### src/rtl/pipeline_ctrl_if.sv
// -----------------------------------------------------------------------------
// pipeline_ctrl_if
// Bundles the pipeline sequencer's request/handshake inputs and its
// enable/flush/status outputs. CLK and RESET_N are kept as plain ports.
//   master : side that drives the requests (debug unit, hazard unit, dmem)
//   slave  : the sequencer itself
// Parameter CNT_W sets the width of the advance-cycle counter.
// -----------------------------------------------------------------------------
interface pipeline_ctrl_if #(
  parameter int CNT_W = 32
);
  logic             I_RUN;
  logic             I_STEP;
  logic             I_LOAD_USE;
  logic             I_BRANCH_TAKEN;
  logic             I_HALT_INSTR;
  logic             I_MEM_REQ;
  logic             I_MEM_READY;
  logic             O_PC_EN;
  logic             O_IF_ID_EN;
  logic             O_ID_EX_EN;
  logic             O_EX_MEM_EN;
  logic             O_MEM_WB_EN;
  logic             O_IF_ID_FLUSH;
  logic             O_ID_EX_FLUSH;
  logic [2:0]       O_STATE;
  logic [CNT_W-1:0] O_CYCLE_COUNT;
  logic             O_HALTED;
  logic             O_ERROR;

  modport master (
    output I_RUN, I_STEP, I_LOAD_USE, I_BRANCH_TAKEN, I_HALT_INSTR,
           I_MEM_REQ, I_MEM_READY,
    input  O_PC_EN, O_IF_ID_EN, O_ID_EX_EN, O_EX_MEM_EN, O_MEM_WB_EN,
           O_IF_ID_FLUSH, O_ID_EX_FLUSH, O_STATE, O_CYCLE_COUNT,
           O_HALTED, O_ERROR
  );

  modport slave (
    input  I_RUN, I_STEP, I_LOAD_USE, I_BRANCH_TAKEN, I_HALT_INSTR,
           I_MEM_REQ, I_MEM_READY,
    output O_PC_EN, O_IF_ID_EN, O_ID_EX_EN, O_EX_MEM_EN, O_MEM_WB_EN,
           O_IF_ID_FLUSH, O_ID_EX_FLUSH, O_STATE, O_CYCLE_COUNT,
           O_HALTED, O_ERROR
  );
endinterface

### src/rtl/pipeline_ctrl.sv
// -----------------------------------------------------------------------------
// pipeline_ctrl
// Central sequencer of the five-stage MIPS pipeline. Produces the stage
// register enables and bubble flushes from run/step requests, hazards,
// branch resolution and the data-memory handshake; drains the pipe on HALT
// and counts cycles in which EX/MEM advances.
// Ports:
//   CLK      : clock, rising edge
//   RESET_N  : synchronous active-low reset
//   ctrl     : pipeline_ctrl_if.slave (requests in, enables/flushes/status out)
// Optional build macro MEM_TIMEOUT_EN: adds a MEM_WAIT watchdog that moves to
// HALTED and raises a sticky O_ERROR after MEM_TIMEOUT unanswered wait cycles.
// Without it O_ERROR is tied low and MEM_WAIT may last forever.
// -----------------------------------------------------------------------------
module pipeline_ctrl #(
  parameter int DRAIN_CYCLES = 3,
  parameter int CNT_W        = 32,
  parameter int MEM_TIMEOUT  = 255
) (
  input  logic           CLK,
  input  logic           RESET_N,
  pipeline_ctrl_if.slave ctrl
);

  typedef enum logic [2:0] {
    S_IDLE     = 3'd0,
    S_RUN      = 3'd1,
    S_STEP     = 3'd2,
    S_MEM_WAIT = 3'd3,
    S_DRAIN    = 3'd4,
    S_HALTED   = 3'd5
  } state_e;

  if (DRAIN_CYCLES < 1 || DRAIN_CYCLES > 15 || MEM_TIMEOUT < 1) begin : g_cfg_check
    $error("pipeline_ctrl: DRAIN_CYCLES or MEM_TIMEOUT out of range");
  end

  state_e           state_q, state_d;
  logic [3:0]       drain_q, drain_d;
  logic             step_pend_q, step_pend_d;
  logic [CNT_W-1:0] cnt_q;

  logic mem_stall;
  logic timeout_hit;
  logic pc_en, ifid_en, idex_en, exmem_en, memwb_en, ifid_fl, idex_fl;

  // Advance-cycle modifiers (b)..(d); the mem stall (a) is handled per state.
  logic adv_pc, adv_ifid, adv_ifid_fl, adv_idex_fl, adv_halt;

  assign mem_stall = ctrl.I_MEM_REQ && !ctrl.I_MEM_READY;

  always_comb begin
    adv_pc      = 1'b1;
    adv_ifid    = 1'b1;
    adv_ifid_fl = 1'b0;
    adv_idex_fl = 1'b0;
    adv_halt    = 1'b0;
    if (ctrl.I_BRANCH_TAKEN) begin
      adv_ifid_fl = 1'b1;
      adv_idex_fl = 1'b1;
    end else if (ctrl.I_LOAD_USE) begin
      adv_pc      = 1'b0;
      adv_ifid    = 1'b0;
      adv_idex_fl = 1'b1;
    end else if (ctrl.I_HALT_INSTR) begin
      adv_pc      = 1'b0;
      adv_ifid    = 1'b0;
      adv_halt    = 1'b1;
    end
  end

  always_comb begin
    state_d     = state_q;
    drain_d     = drain_q;
    step_pend_d = step_pend_q;
    pc_en       = 1'b0;
    ifid_en     = 1'b0;
    idex_en     = 1'b0;
    exmem_en    = 1'b0;
    memwb_en    = 1'b0;
    ifid_fl     = 1'b0;
    idex_fl     = 1'b0;

    unique case (state_q)
      S_IDLE: begin
        if (ctrl.I_RUN)       state_d = S_RUN;
        else if (ctrl.I_STEP) state_d = S_STEP;
      end

      // RUN, STEP and the ready cycle of MEM_WAIT share the advance logic;
      // only the successor state differs.
      S_RUN, S_STEP, S_MEM_WAIT: begin
        if (state_q == S_RUN && !ctrl.I_RUN) begin
          state_d = S_IDLE;
        end else if (state_q != S_MEM_WAIT && mem_stall) begin
          state_d = S_MEM_WAIT;
          if (state_q == S_STEP) step_pend_d = 1'b1;
        end else if (state_q == S_MEM_WAIT && !ctrl.I_MEM_READY) begin
          if (timeout_hit) state_d = S_HALTED;
        end else begin
          pc_en    = adv_pc;
          ifid_en  = adv_ifid;
          idex_en  = 1'b1;
          exmem_en = 1'b1;
          memwb_en = 1'b1;
          ifid_fl  = adv_ifid_fl;
          idex_fl  = adv_idex_fl;
          if (adv_halt) begin
            drain_d = 4'(DRAIN_CYCLES);
            state_d = S_DRAIN;
          end else if (state_q == S_STEP) begin
            state_d = S_IDLE;
          end else if (state_q == S_MEM_WAIT) begin
            state_d = step_pend_q ? S_IDLE : S_RUN;
          end
          if (state_q == S_MEM_WAIT) step_pend_d = 1'b0;
        end
      end

      // Older instructions keep moving while IF/ID is held and ID/EX gets
      // bubbles, so nothing behind the HALT can reach EX.
      S_DRAIN: begin
        if (!mem_stall) begin
          idex_en  = 1'b1;
          exmem_en = 1'b1;
          memwb_en = 1'b1;
          idex_fl  = 1'b1;
          drain_d  = drain_q - 4'd1;
          if (drain_q <= 4'd1) state_d = S_HALTED;
        end
      end

      S_HALTED: ;

      default: state_d = S_IDLE;
    endcase
  end

  always_ff @(posedge CLK) begin
    if (!RESET_N) begin
      state_q     <= S_IDLE;
      drain_q     <= 4'd0;
      step_pend_q <= 1'b0;
      cnt_q       <= '0;
    end else begin
      state_q     <= state_d;
      drain_q     <= drain_d;
      step_pend_q <= step_pend_d;
      // Saturating count of cycles in which EX/MEM advances.
      if (exmem_en && (cnt_q != {CNT_W{1'b1}})) cnt_q <= cnt_q + CNT_W'(1);
    end
  end

`ifdef MEM_TIMEOUT_EN
  localparam int WAIT_W = ($clog2(MEM_TIMEOUT + 1) < 8) ? 8 : $clog2(MEM_TIMEOUT + 1);

  logic [WAIT_W-1:0] wait_q;
  logic              err_q;

  // Hit on the MEM_TIMEOUT-th consecutive unanswered MEM_WAIT cycle.
  assign timeout_hit = (state_q == S_MEM_WAIT) && !ctrl.I_MEM_READY &&
                       (wait_q == WAIT_W'(MEM_TIMEOUT - 1));

  always_ff @(posedge CLK) begin
    if (!RESET_N) begin
      wait_q <= '0;
      err_q  <= 1'b0;
    end else begin
      if (state_q == S_MEM_WAIT && !ctrl.I_MEM_READY) wait_q <= wait_q + WAIT_W'(1);
      else                                            wait_q <= '0;
      if (timeout_hit) err_q <= 1'b1;
    end
  end

  assign ctrl.O_ERROR = err_q;
`else
  assign timeout_hit  = 1'b0;
  assign ctrl.O_ERROR = 1'b0;
`endif

  // Enables and flushes are forced low while reset is asserted.
  assign ctrl.O_PC_EN         = RESET_N & pc_en;
  assign ctrl.O_IF_ID_EN      = RESET_N & ifid_en;
  assign ctrl.O_ID_EX_EN      = RESET_N & idex_en;
  assign ctrl.O_EX_MEM_EN     = RESET_N & exmem_en;
  assign ctrl.O_MEM_WB_EN     = RESET_N & memwb_en;
  assign ctrl.O_IF_ID_FLUSH   = RESET_N & ifid_fl;
  assign ctrl.O_ID_EX_FLUSH   = RESET_N & idex_fl;
  assign ctrl.O_STATE         = state_q;
  assign ctrl.O_CYCLE_COUNT   = cnt_q;
  assign ctrl.O_HALTED        = (state_q == S_HALTED);

endmodule

### src/flat_wrapper.sv
// flat-port wrapper written by rule: the top's interface ports become plain ports
module pipeline_ctrl_flat 
#(
  parameter int DRAIN_CYCLES = 3,
  parameter int CNT_W        = 32,
  parameter int MEM_TIMEOUT  = 255
)
  (CLK, RESET_N, ctrl_I_RUN, ctrl_I_STEP, ctrl_I_LOAD_USE, ctrl_I_BRANCH_TAKEN, ctrl_I_HALT_INSTR, ctrl_I_MEM_REQ, ctrl_I_MEM_READY, ctrl_O_PC_EN, ctrl_O_IF_ID_EN, ctrl_O_ID_EX_EN, ctrl_O_EX_MEM_EN, ctrl_O_MEM_WB_EN, ctrl_O_IF_ID_FLUSH, ctrl_O_ID_EX_FLUSH, ctrl_O_STATE, ctrl_O_CYCLE_COUNT, ctrl_O_HALTED, ctrl_O_ERROR);
  pipeline_ctrl_if #(.CNT_W(CNT_W)) ctrl_i ();
  input  logic CLK;
  input  logic RESET_N;
  input wire logic [$bits(ctrl_i.I_RUN)-1:0] ctrl_I_RUN;
  input wire logic [$bits(ctrl_i.I_STEP)-1:0] ctrl_I_STEP;
  input wire logic [$bits(ctrl_i.I_LOAD_USE)-1:0] ctrl_I_LOAD_USE;
  input wire logic [$bits(ctrl_i.I_BRANCH_TAKEN)-1:0] ctrl_I_BRANCH_TAKEN;
  input wire logic [$bits(ctrl_i.I_HALT_INSTR)-1:0] ctrl_I_HALT_INSTR;
  input wire logic [$bits(ctrl_i.I_MEM_REQ)-1:0] ctrl_I_MEM_REQ;
  input wire logic [$bits(ctrl_i.I_MEM_READY)-1:0] ctrl_I_MEM_READY;
  output wire logic [$bits(ctrl_i.O_PC_EN)-1:0] ctrl_O_PC_EN;
  output wire logic [$bits(ctrl_i.O_IF_ID_EN)-1:0] ctrl_O_IF_ID_EN;
  output wire logic [$bits(ctrl_i.O_ID_EX_EN)-1:0] ctrl_O_ID_EX_EN;
  output wire logic [$bits(ctrl_i.O_EX_MEM_EN)-1:0] ctrl_O_EX_MEM_EN;
  output wire logic [$bits(ctrl_i.O_MEM_WB_EN)-1:0] ctrl_O_MEM_WB_EN;
  output wire logic [$bits(ctrl_i.O_IF_ID_FLUSH)-1:0] ctrl_O_IF_ID_FLUSH;
  output wire logic [$bits(ctrl_i.O_ID_EX_FLUSH)-1:0] ctrl_O_ID_EX_FLUSH;
  output wire logic [$bits(ctrl_i.O_STATE)-1:0] ctrl_O_STATE;
  output wire logic [$bits(ctrl_i.O_CYCLE_COUNT)-1:0] ctrl_O_CYCLE_COUNT;
  output wire logic [$bits(ctrl_i.O_HALTED)-1:0] ctrl_O_HALTED;
  output wire logic [$bits(ctrl_i.O_ERROR)-1:0] ctrl_O_ERROR;
  assign ctrl_i.I_RUN = ctrl_I_RUN;
  assign ctrl_i.I_STEP = ctrl_I_STEP;
  assign ctrl_i.I_LOAD_USE = ctrl_I_LOAD_USE;
  assign ctrl_i.I_BRANCH_TAKEN = ctrl_I_BRANCH_TAKEN;
  assign ctrl_i.I_HALT_INSTR = ctrl_I_HALT_INSTR;
  assign ctrl_i.I_MEM_REQ = ctrl_I_MEM_REQ;
  assign ctrl_i.I_MEM_READY = ctrl_I_MEM_READY;
  assign ctrl_O_PC_EN = ctrl_i.O_PC_EN;
  assign ctrl_O_IF_ID_EN = ctrl_i.O_IF_ID_EN;
  assign ctrl_O_ID_EX_EN = ctrl_i.O_ID_EX_EN;
  assign ctrl_O_EX_MEM_EN = ctrl_i.O_EX_MEM_EN;
  assign ctrl_O_MEM_WB_EN = ctrl_i.O_MEM_WB_EN;
  assign ctrl_O_IF_ID_FLUSH = ctrl_i.O_IF_ID_FLUSH;
  assign ctrl_O_ID_EX_FLUSH = ctrl_i.O_ID_EX_FLUSH;
  assign ctrl_O_STATE = ctrl_i.O_STATE;
  assign ctrl_O_CYCLE_COUNT = ctrl_i.O_CYCLE_COUNT;
  assign ctrl_O_HALTED = ctrl_i.O_HALTED;
  assign ctrl_O_ERROR = ctrl_i.O_ERROR;
  pipeline_ctrl #(.DRAIN_CYCLES(DRAIN_CYCLES), .CNT_W(CNT_W), .MEM_TIMEOUT(MEM_TIMEOUT)) u_core (.CLK(CLK), .RESET_N(RESET_N), .ctrl(ctrl_i));
endmodule
### config.mk
export PLATFORM = sky130hd
export DESIGN_NAME = pipeline_ctrl_flat
export DESIGN_NICKNAME = d
export VERILOG_FILES = /design/src/rtl/pipeline_ctrl_if.sv /design/src/rtl/pipeline_ctrl.sv /design/src/flat_wrapper.sv
export SDC_FILE = /design/constraint.sdc
export NUM_CORES = 1
export LEC_CHECK = 0
export CORE_UTILIZATION = 35
export CTS_BUF_LIST = sky130_fd_sc_hd__clkbuf_2 sky130_fd_sc_hd__clkbuf_4 sky130_fd_sc_hd__clkbuf_8
export DETAILED_ROUTE_END_ITERATION = 6
export GPL_TIMING_DRIVEN = 1
export HOLD_SLACK_MARGIN = 0.03
export PLACE_DENSITY = 0.65
export SKIP_LAST_GASP = 1
export SYNTH_ARGS = -nofsm -noshare
export SYNTH_HDL_FRONTEND = slang
export SYNTH_SLANG_ARGS = --single-unit
### constraint.sdc
create_clock -name CLK -period 2.15 [get_ports CLK]
set_input_delay 0.215 -clock CLK [delete_from_list [all_inputs] [get_ports CLK]]
set_output_delay 0.215 -clock CLK [all_outputs]
set_load 0.05 [all_outputs]
==> parameters.txt, run 1 <==
Parameter                              Value

Setup path
  Worst setup path category    register to output port
  Cell with the largest stage delay on the worst path    sky130_fd_sc_hd__dfxtp_4
  Sum of buffers and inverters on the critical path    3
  CP Max Fanout    11
  Critical path startpoint category    register
  Endpoint kind of the worst setup timing path    output port
  Stage delay of the slowest cell on the critical path    410 ps
  Crit-path cells    buf_6, or3b_1, buf_4, a21oi_1, o21a_1, buf_12
  Data arrival time of the critical path    1850 ps
  Dominant delay contributor by cell family on the critical path    buffers and inverters
  Required time at the endpoint of the critical path    1930 ps

Drt
  Total Wirelength    6.10 mm
  Routed wire length per instance    13.1 um
  Antenna violation net count after detailed routing    0
  Total vias in the final route    2535
  Detailed-route DRC error count    0
  Initial DRC Count    119
  Via density    5.43
  Number of iterations in the first detailed-routing pass    4

Synth
  Post-synth net total    318
  Synth area leader    sky130_fd_sc_hd__dfxtp_1
  Number of storage elements in the synthesis netlist    40
  Cell Area, Synth    2450 um^2
  Number of standard cells after synthesis    306
  Asr flop ratio synth    0%
  Number of enable flip-flop cells after synthesis    0
  Average cell area after synthesis    8.02 um^2
  Number of library cell types mapped by synthesis    51
  Top area cells in the synthesized netlist    sky130_fd_sc_hd__dfxtp_1, sky130_fd_sc_hd__a21oi_1, sky130_fd_sc_hd__o31ai_1
  Leading register cell type out of synthesis    sky130_fd_sc_hd__dfxtp_1
  Area share of the leading cell type in the synthesized netlist    32.6%
  Share of synthesized area occupied by flip-flops and latches    32.6%
  Number of warnings printed during yosys synthesis    0

Global routing
  Most heavily used metal layer in global routing    met2
  First-pass GRT wire length    10.0 mm
  Maximum number of pins on one net before global-route repair    36
  Antenna violations before repair    0
  Routing usage on met2    27.3%
  Met1 track demand over resource in global routing    21.9%
  Total Routing Usage GR    16.7%
  Via count of the first global-routing pass    2196
  Remaining global-route overflow    0
  Met3 usage in global routing    3.66%

Min path
  Worst hold path type    register to register

STA
  Worst clock skew    5.95 ps
  Period minus WS final    2060 ps
  Final-layout setup total negative slack    0 ps
  Final Hold Fails    0
  Number of endpoints failing setup at the final stage    0
  Period Utilization, post-route    95.9%
  Achievable frequency    485 MHz
  Pins over their slew limit    0
  Slew at the pin with the worst max-slew slack    505 ps
  Relative slew slack    66.2%

Placement
  Buffers added on ports    51
  DP HPWL    4.33 mm
  Placer congestion estimate    0.790

Die
  Die outline height    85.8 um
  Die X-Extent    85.8 um
  Initial Utilization    36.1%
  Full die area    7350 um^2
  CORE AREA    6790 um^2
  Num ports    53
  FP Rows    30

Job
  # Max-Cap Violations    0

Clock tree
  Number of buffers created by CTS    5
  TritonCTS clock tree    done
  CTS H-Tree Depth    2
  Clock slew seen by the registers of the worst setup and hold paths    70 ps
  Clock latency reported for the late side of the worst-skew pair    290 ps
  Root cell of the clock tree    sky130_fd_sc_hd__clkbuf_8
  CTS Buffer Depth    2
  Number of sinks handled by clock tree synthesis    40

Run status
  Run status    finished clean

Layout
  Share of the core filled with cells    50.3%
  Number of diodes    0
  Number of nets in the finished design    382
  Leading cell type in the layout, fill and taps excluded    sky130_fd_sc_hd__clkdlybuf4s50_1
  Syn-to-layout area delta    39.1%
  Fraction of final layout cells with drive strength greater than 1    19.7%
  Most frequent cells in the layout    sky130_fd_sc_hd__clkdlybuf4s50_1, sky130_fd_sc_hd__a21oi_1, sky130_fd_sc_hd__nand2_1, sky130_fd_sc_hd__buf_4, sky130_fd_sc_hd__dfxtp_1

Power and ir drop
  Total leakage power    0.00110 uW
  Pwr per Cell Area    544 nW/um^2
  Worst-case vdd ir drop    0.000323 V
## worst reg2reg max path: cells and delay by family (launching register included)
kind            cells  cell delay [ps]
compound gates      3              590
simple gates        2              580
buf+inv             2              330
flops               1              380
## repair_timing
action | 4_1_cts | 5_1_grt
resized for setup | 1 | 3
setup endpoints to repair | 1 | 4
hold buffers | 0 | 0
setup buffers | 0 | 5
pin swaps | 0 | 2
## stage by stage
stage	instance area, um^2	worst slack, ps	hold WS [ps]	total power, uW	cells
after detailed placement	3250	-59.4	468	1230	454
after global placement	3250	-13.5	457	1220	454
final	3410	87.5	475	1860	467
after floorplan	2490	-218	371	1070	306
after CTS	3370	19.5	479	1850	462
after global routing	3410	-1.29	506	1940	467
## worst paths after layout
check,start,end,slack [ps],cells after the start
setup / recovery,u_core.ctrl.O_STATE[2],ctrl_O_ID_EX_FLUSH,90,6
setup reg to reg,u_core.ctrl.O_STATE[2],u_core.ctrl.O_CYCLE_COUNT[31],220,7
hold / removal,u_core.step_pend_q,u_core.step_pend_q,470,2
hold reg to reg,u_core.step_pend_q,u_core.step_pend_q,470,2
## power by group
group | switching (uW) | internal (uW) | leakage (uW) | total (uW)
clock | 267 | 357 | 0.0000586 | 624
combinational | 248 | 197 | 0.000707 | 445
sequential | 28.0 | 759 | 0.000330 | 787
## sequential cells by signal, indices dropped and copies added (netlist names)
name,cells
u_core.ctrl.O_CYCLE_COUNT,32
u_core.ctrl.O_STATE,3
u_core.drain_q,4
u_core.step_pend_q,1
## kinds of logic after synthesis
group | synth area share (%)
other | 0.153
adders and majority gates | 1.94
AOI/OAI and AO/OA | 23.6
and+or+nand+nor | 32.8
muxes | 2.04
DFF | 32.6
buffers and inverters | 6.88
## layer usage
| metal | vias up | share of wire (%) |
|---|---|---|
| li1 | 1293 | - |
| met1 | 1184 | 49 |
| met2 | 53 | 45 |
| met3 | 5 | 4.0 |
| met4 | 0 | 1.1 |
| met5 | - | 0 |
## cell usage after synthesis (4+ instances only)
master	count
sky130_fd_sc_hd__nand3_1	14
sky130_fd_sc_hd__buf_2	6
sky130_fd_sc_hd__inv_1	6
sky130_fd_sc_hd__nor3_1	7
sky130_fd_sc_hd__o21ai_0	13
sky130_fd_sc_hd__a21oi_1	38
sky130_fd_sc_hd__or4_1	22
sky130_fd_sc_hd__buf_4	6
sky130_fd_sc_hd__nand4_1	7
sky130_fd_sc_hd__or3_1	6
sky130_fd_sc_hd__o31ai_1	25
sky130_fd_sc_hd__nor2_1	14
sky130_fd_sc_hd__clkbuf_1	9
sky130_fd_sc_hd__mux2i_1	5
sky130_fd_sc_hd__nand2_1	28
sky130_fd_sc_hd__and3_1	4
sky130_fd_sc_hd__dfxtp_1	40
sky130_fd_sc_hd__nor4_1	4
## layout make-up
| class | instances | area, um^2 |
|---|---|---|
| tap | 96 | 120 |
| inverter | 7 | 26.3 |
| fill | 658 | 3380 |
| sequential | 40 | 826 |
| timing repair buffer | 81 | 832 |
| multi-input combinational | 235 | 1500 |
| clock buffer | 6 | 76.3 |
| clock inverter | 2 | 35.0 |
(Power assumes the default switching activity.)
==> run 2: changes to the inputs <==
--- a/config.mk
+++ b/config.mk
@@ -5,12 +5,12 @@
 export SDC_FILE = /design/constraint.sdc
 export NUM_CORES = 1
 export LEC_CHECK = 0
-export CORE_UTILIZATION = 35
+export CORE_UTILIZATION = 30
 export CTS_BUF_LIST = sky130_fd_sc_hd__clkbuf_2 sky130_fd_sc_hd__clkbuf_4 sky130_fd_sc_hd__clkbuf_8
 export DETAILED_ROUTE_END_ITERATION = 6
 export GPL_TIMING_DRIVEN = 1
 export HOLD_SLACK_MARGIN = 0.03
-export PLACE_DENSITY = 0.65
+export PLACE_DENSITY = 0.58
 export SKIP_LAST_GASP = 1
 export SYNTH_ARGS = -nofsm -noshare
 export SYNTH_HDL_FRONTEND = slang
==> run 2 against run 1 <==
- sequential share of layout area down 0.27 points
- worst hold slack better by 13 ps
- global-route usage down 0.83 points
- clock skew up 4.3 ps
- die area up 16%
- largest cell class unchanged
==> parameters.txt, run 2 (same netlist as run 1, synthesis figures left out) <==
Parameter                              Value

Power and ir drop
  Comb power frac    23.5% (-0.5 points)
  Total leakage power    0.00111 uW (+1.4%)
  Proportion of total power due to net switching    30.5% (+1.2 points)
  Total internal power    1290 uW (-2.1%)
  Register share of total power    42.3% (about the same)
  Overall power of the completed layout    1850 uW (-0.37%)
  Switching power total    563 uW (+3.8%)
  Worst-case vdd ir drop    0.000277 V (-14%)
  Pwr per Cell Area    539 nW/um^2 (-0.88%)
  Power share of the clock group    34.3% (+0.7 points)

Setup path
  Worst setup path category    register to output port
  Endpoint kind of the worst setup timing path    output port
  Cell with the largest stage delay on the worst path    sky130_fd_sc_hd__dfxtp_4
  Required time at the endpoint of the critical path    1930 ps (about the same)
  Stage delay of the slowest cell on the critical path    380 ps (-30 ps)
  CP Launch Point    u_core.ctrl.O_STATE[2]
  Path depth of the worst reg2reg path    6 (-1)
  R2r setup slk    170 ps (-50 ps)
  Crit-path cells    o21bai_4, a211oi_4, nand2_1, buf_4, nor2_4, o21a_1, buf_12
  Critical path startpoint category    register
  RR Startpoint    u_core.ctrl.O_CYCLE_COUNT[13]
  End of the worst register-to-register path    u_core.ctrl.O_CYCLE_COUNT[25]
  Data arrival time of the critical path    1850 ps (about the same)
  CP Max Fanout    14 (+3)

Die
  Die outline height    92.5 um (+7.8%)
  Full die area    8550 um^2 (+16%)
  Die X-Extent    92.5 um (+7.8%)
  FP Rows    32 (+6.7%)
  Num ports    53 (unchanged)
  CORE AREA    7810 um^2 (+15%)
  Initial Utilization    31.4% (-4.7 points)

Layout
  Number of diodes    0 (unchanged)
  Share of the core filled with cells    44.0% (-6.3 points)
  Fraction of final layout cells with drive strength greater than 1    20.5% (+0.86 points)
  Syn-to-layout area delta    39.8%
  Leading cell type in the layout, fill and taps excluded    sky130_fd_sc_hd__clkdlybuf4s50_1
  Most frequent cells in the layout    sky130_fd_sc_hd__clkdlybuf4s50_1, sky130_fd_sc_hd__a21oi_1, sky130_fd_sc_hd__buf_4
  Filler Cell Count    826 (+26%)
  Number of nets in the finished design    386 (+1.0%)
  Max reg flops    32 (unchanged)

Drt
  Routed wire length per instance    13.8 um (+5.6%)
  Detailed-route DRC error count    0 (unchanged)
  Number of iterations in the first detailed-routing pass    4 (unchanged)
  Antenna violation net count after detailed routing    0 (unchanged)
  Total vias in the final route    2588 (+2.1%)
  Via density    5.43 (about the same)
  Total Wirelength    6.58 mm (+7.9%)
  Initial DRC Count    69 (-42%)

Placement
  Placer congestion estimate    0.899 (+14%)
  Buffers added on ports    51 (unchanged)
  DP HPWL    4.79 mm (+11%)

Clock tree
  TritonCTS clock tree    done
  Root cell of the clock tree    sky130_fd_sc_hd__clkbuf_8
  Clock slew seen by the registers of the worst setup and hold paths    90 ps (+20 ps)
  Number of sinks handled by clock tree synthesis    40 (unchanged)
  CTS Buffer Depth    2 (unchanged)
  CTS H-Tree Depth    2 (unchanged)
  Hold-fix buffers, CTS    0 (unchanged)
  Post-cts repair resize count    0 (-1)
  Clock latency reported for the late side of the worst-skew pair    300 ps (about the same)
  Buffer count from post-CTS setup fixing    0 (unchanged)
  Number of buffers created by CTS    5 (unchanged)

STA
  Pins over their slew limit    0 (unchanged)
  Period minus WS final    2070 ps (+2.63 ps)
  Final Hold Fails    0 (unchanged)
  Unrepaired setup endpoints after global routing    yes
  Slew at the pin with the worst max-slew slack    509 ps (+3.85 ps)
  Number of endpoints failing setup at the final stage    0 (unchanged)
  Achievable frequency    484 MHz (-0.13%)
  Worst clock skew    10.3 ps (+4.33 ps)
  Worst-case hold slack    487 ps (+12.6 ps)
  Period Utilization, post-route    96.1% (+0.12 points)
  Relative slew slack    66.0% (-0.26 points)

Min path
  Depth of the worst hold-timing path    2 (unchanged)
  Worst hold path type    register to register
  Worst Min Path Start    u_core.step_pend_q
  Hold Path End    u_core.step_pend_q

Global routing
  Via count of the first global-routing pass    2341 (+6.6%)
  Remaining global-route overflow    0 (unchanged)
  Total Routing Usage GR    15.9% (-0.83 points)
  First-pass GRT wire length    11.1 mm (+11%)
  Maximum number of pins on one net before global-route repair    35 (-2.8%)
  Antenna violations before repair    0 (unchanged)

Run status
  Run status    finished clean

Job
  # Max-Cap Violations    0 (unchanged)
run 2: how the worst max path moves through the flow:
stage                                    end  cells after the start
2_1_floorplan             ctrl_O_ID_EX_FLUSH                      7
3_5_place_dp   u_core.ctrl.O_CYCLE_COUNT[25]                      7
5_1_grt                   ctrl_O_ID_EX_FLUSH                      6
3_3_place_gp   u_core.ctrl.O_CYCLE_COUNT[27]                      7
4_1_cts                   ctrl_O_ID_EX_FLUSH                      6
6_report                  ctrl_O_ID_EX_FLUSH                      7
run 2: final cells by class:
| type | count | area [um^2] | area share [%] |
|---|---|---|---|
| multi-input combinational | 235 | 1510 | 43.9 |
| timing repair buffer | 85 | 841 | 24.5 |
| sequential | 40 | 821 | 23.9 |
| tap | 102 | 128 | 3.72 |
| clock buffer | 5 | 68.8 | 2.01 |
| clock inverter | 3 | 42.5 | 1.24 |
| inverter | 7 | 26.3 | 0.766 |
run 2: power by group through the flow:
stage,combinational [uW],sequential [uW],clock (uW)
global placement,432,799,0
finish,434,782,634
floorplan,234,838,0
CTS,434,782,656
global route,466,786,692
detailed placement,432,799,0
run 2: worst max-delay path, delay by kind of cell (launching register included):
family / cells / cell delay [ps]
flops: 1 / 380
buf+inv: 2 / 330
simple gates: 2 / 170
compound gates: 3 / 670
run 2: routing by layer:
layer	track usage, %	part of all wire (%)
met1	19.8	47
met2	27.6	47
met3	2.87	4.4
met4	4.56	1.3
met5	0	0
run 2: through the flow:
step	TNS (ps)	std cells	cell area [um^2]	setup WS [ps]
after floorplan	-227	306	2490	-218
after global placement	-58.5	469	3300	-22.0
after CTS	0	477	3420	0.310
after detailed placement	-505	469	3300	-105
after global routing	-5.82	477	3430	-5.82
final	0	477	3430	84.9
==> run 3: changes to the inputs <==
--- a/config.mk
+++ b/config.mk
@@ -5,12 +5,14 @@
 export SDC_FILE = /design/constraint.sdc
 export NUM_CORES = 1
 export LEC_CHECK = 0
+export CELL_PAD_IN_SITES_DETAIL_PLACEMENT = 0
+export CELL_PAD_IN_SITES_GLOBAL_PLACEMENT = 1
 export CORE_UTILIZATION = 30
 export CTS_BUF_LIST = sky130_fd_sc_hd__clkbuf_2 sky130_fd_sc_hd__clkbuf_4 sky130_fd_sc_hd__clkbuf_8
 export DETAILED_ROUTE_END_ITERATION = 6
 export GPL_TIMING_DRIVEN = 1
 export HOLD_SLACK_MARGIN = 0.03
-export PLACE_DENSITY = 0.58
+export PLACE_DENSITY = 0.73
 export SKIP_LAST_GASP = 1
 export SYNTH_ARGS = -nofsm -noshare
 export SYNTH_HDL_FRONTEND = slang
==> run 3 against run 2 <==
- sequential power about the same
- clock power grew 3.8%
- combinational power about the same
- global-route usage fell by 0.087 points
- sequential cell count unchanged
- routed wire length rose by 1.2%
- power is 1.5% higher
- critical endpoint unchanged
- highest routed layer unchanged
==> parameters.txt, run 3 (same netlist as run 1, synthesis figures left out) <==
Parameter                              Value

Setup path
  Data arrival time of the critical path    1890 ps (+40 ps)
  Cell seen most often among critical-path stages    sky130_fd_sc_hd__buf_4
  Cell with the largest stage delay on the worst path    sky130_fd_sc_hd__or3b_1
  Critical path startpoint category    register
  Required time at the endpoint of the critical path    1930 ps (about the same)
  CP Max Fanout    20 (+6)
  Worst setup path category    register to output port
  Crit-path cells    buf_4, or3b_1, buf_4, a21oi_1, o21a_1, buf_12
  Endpoint kind of the worst setup timing path    output port
  Stage delay of the slowest cell on the critical path    400 ps (+20 ps)

Layout
  Filler Cell Count    781 (-5.4%)
  Most frequent cells in the layout    sky130_fd_sc_hd__clkdlybuf4s50_1, sky130_fd_sc_hd__a21oi_1, sky130_fd_sc_hd__buf_4
  Leading cell type in the layout, fill and taps excluded    sky130_fd_sc_hd__clkdlybuf4s50_1
  Count of non-filler cells in the finished layout    477 (unchanged)
  Fraction of final layout cells with drive strength greater than 1    20.5% (unchanged)
  Syn-to-layout area delta    39.3%
  Max reg flops    32 (unchanged)
  Number of diodes    0 (unchanged)
  Number of nets in the finished design    386 (unchanged)

Job
  # Max-Cap Violations    0 (unchanged)

Placement
  DP HPWL    4.79 mm (-0.12%)
  Post-Place Cells    469 (unchanged)
  Buffers added on ports    51 (unchanged)
  Placer congestion estimate    0.851 (-5.3%)

STA
  Worst clock skew    11.3 ps (+0.990 ps)
  Unrepaired setup endpoints after global routing    yes
  Pins over their slew limit    0 (unchanged)
  Number of endpoints failing setup at the final stage    0 (unchanged)
  Relative slew slack    64.0% (-2.0 points)
  Period minus WS final    2100 ps (+35.5 ps)
  Achievable frequency    476 MHz (-1.7%)
  Final Hold Fails    0 (unchanged)
  Final-layout setup total negative slack    0 ps (unchanged)
  Slew at the pin with the worst max-slew slack    539 ps (+30.3 ps)
  Period Utilization, post-route    97.7% (+1.7 points)

Drt
  Number of iterations in the first detailed-routing pass    5 (+1)
  Via density    5.48 (+1.0%)
  Total vias in the final route    2615 (+1.0%)
  Routed wire length per instance    14.0 um (+1.2%)
  Detailed-route DRC error count    0 (unchanged)
  Antenna violation net count after detailed routing    0 (unchanged)
  Total Wirelength    6.66 mm (+1.2%)
  Initial DRC Count    69 (unchanged)

Die
  Die X-Extent    92.5 um (unchanged)
  Initial Utilization    31.4% (unchanged)
  Full die area    8550 um^2 (unchanged)
  CORE AREA    7810 um^2 (unchanged)
  FP Rows    32 (unchanged)
  Die outline height    92.5 um (unchanged)
  Num ports    53 (unchanged)

Clock tree
  Post-cts repair resize count    0 (unchanged)
  Hold-fix buffers, CTS    0 (unchanged)
  Root cell of the clock tree    sky130_fd_sc_hd__clkbuf_8
  Number of sinks handled by clock tree synthesis    40 (unchanged)
  Clock latency reported for the late side of the worst-skew pair    300 ps (about the same)
  TritonCTS clock tree    done
  Buffer count from post-CTS setup fixing    0 (unchanged)
  CTS Buffer Depth    2 (unchanged)
  Number of buffers created by CTS    5 (unchanged)
  Clock slew seen by the registers of the worst setup and hold paths    90 ps (about the same)
  CTS H-Tree Depth    2 (unchanged)

Global routing
  Antenna violations before repair    0 (unchanged)
  First-pass GRT wire length    11.0 mm (-1.2%)
  Via count of the first global-routing pass    2317 (-1.0%)
  Total Routing Usage GR    15.8% (-0.087 points)
  Remaining global-route overflow    0 (unchanged)
  Maximum number of pins on one net before global-route repair    36 (+2.9%)

Min path
  Worst hold path type    register to register

Power and ir drop
  Pwr per Cell Area    549 nW/um^2 (+1.8%)
  Worst-case vdd ir drop    0.000323 V (+17%)
  Total leakage power    0.00109 uW (-1.9%)

Run status
  Run status    finished clean
run 3: report_power, final:
group	internal, uW	switching [uW]
Combinational	188	249
Clock	350	308
Sequential	760	22.5
run 3: layout make-up:
class                   instances  area (um^2)  area share (%)
inverters                       7         26.3           0.768
flip-flops and latches         40          818            23.9
multi-input cells             235         1500            43.8
well taps                     102          128            3.73
clock buffers                   5         68.8            2.01
clock inverters                 3         46.3            1.35
repair buffers                 85          833            24.4
run 3: path summary, 6_finish.rpt:
path,start,end,slack (ps),depth (start not counted)
worst max-delay path,u_core.ctrl.O_STATE[1],ctrl_O_ID_EX_FLUSH,50,6
worst min-delay path,u_core.step_pend_q,u_core.step_pend_q,480,2
worst max register to register,u_core.ctrl.O_CYCLE_COUNT[14],u_core.ctrl.O_CYCLE_COUNT[25],220,6
worst min register to register,u_core.step_pend_q,u_core.step_pend_q,480,2
run 3: stage by stage:
| stage | power, uW | instance area (um^2) | hold WS (ps) | utilization [%] | worst slack [ps] |
|---|---|---|---|---|---|
| floorplan | 1070 | 2490 | 371 | - | -218 |
| global placement | 1240 | 3300 | 470 | 42.3 | -30.8 |
| detailed placement | 1240 | 3300 | 477 | 42.3 | -40.5 |
| CTS | 1900 | 3420 | 490 | 43.8 | 28.9 |
| global route | 1960 | 3420 | 512 | 43.8 | -12.0 |
| finish | 1880 | 3420 | 481 | 43.8 | 49.4 |
run 3: per-layer routing:
layer | vias up | routed length [um] | GRT usage (%)
met1 | 1239 | 3070 | 20.0
met2 | 73 | 3220 | 27.1
li1 | 1296 | - | -
met3 | 7 | 300 | 3.04
met5 | - | 0 | 0
met4 | 0 | 68 | 4.30
run 3: critical path, delay by kind of cell (launching register included):
kind	cells	cell delay [ps]
simple gates	1	400
flops	1	350
buf+inv	3	530
compound gates	2	310
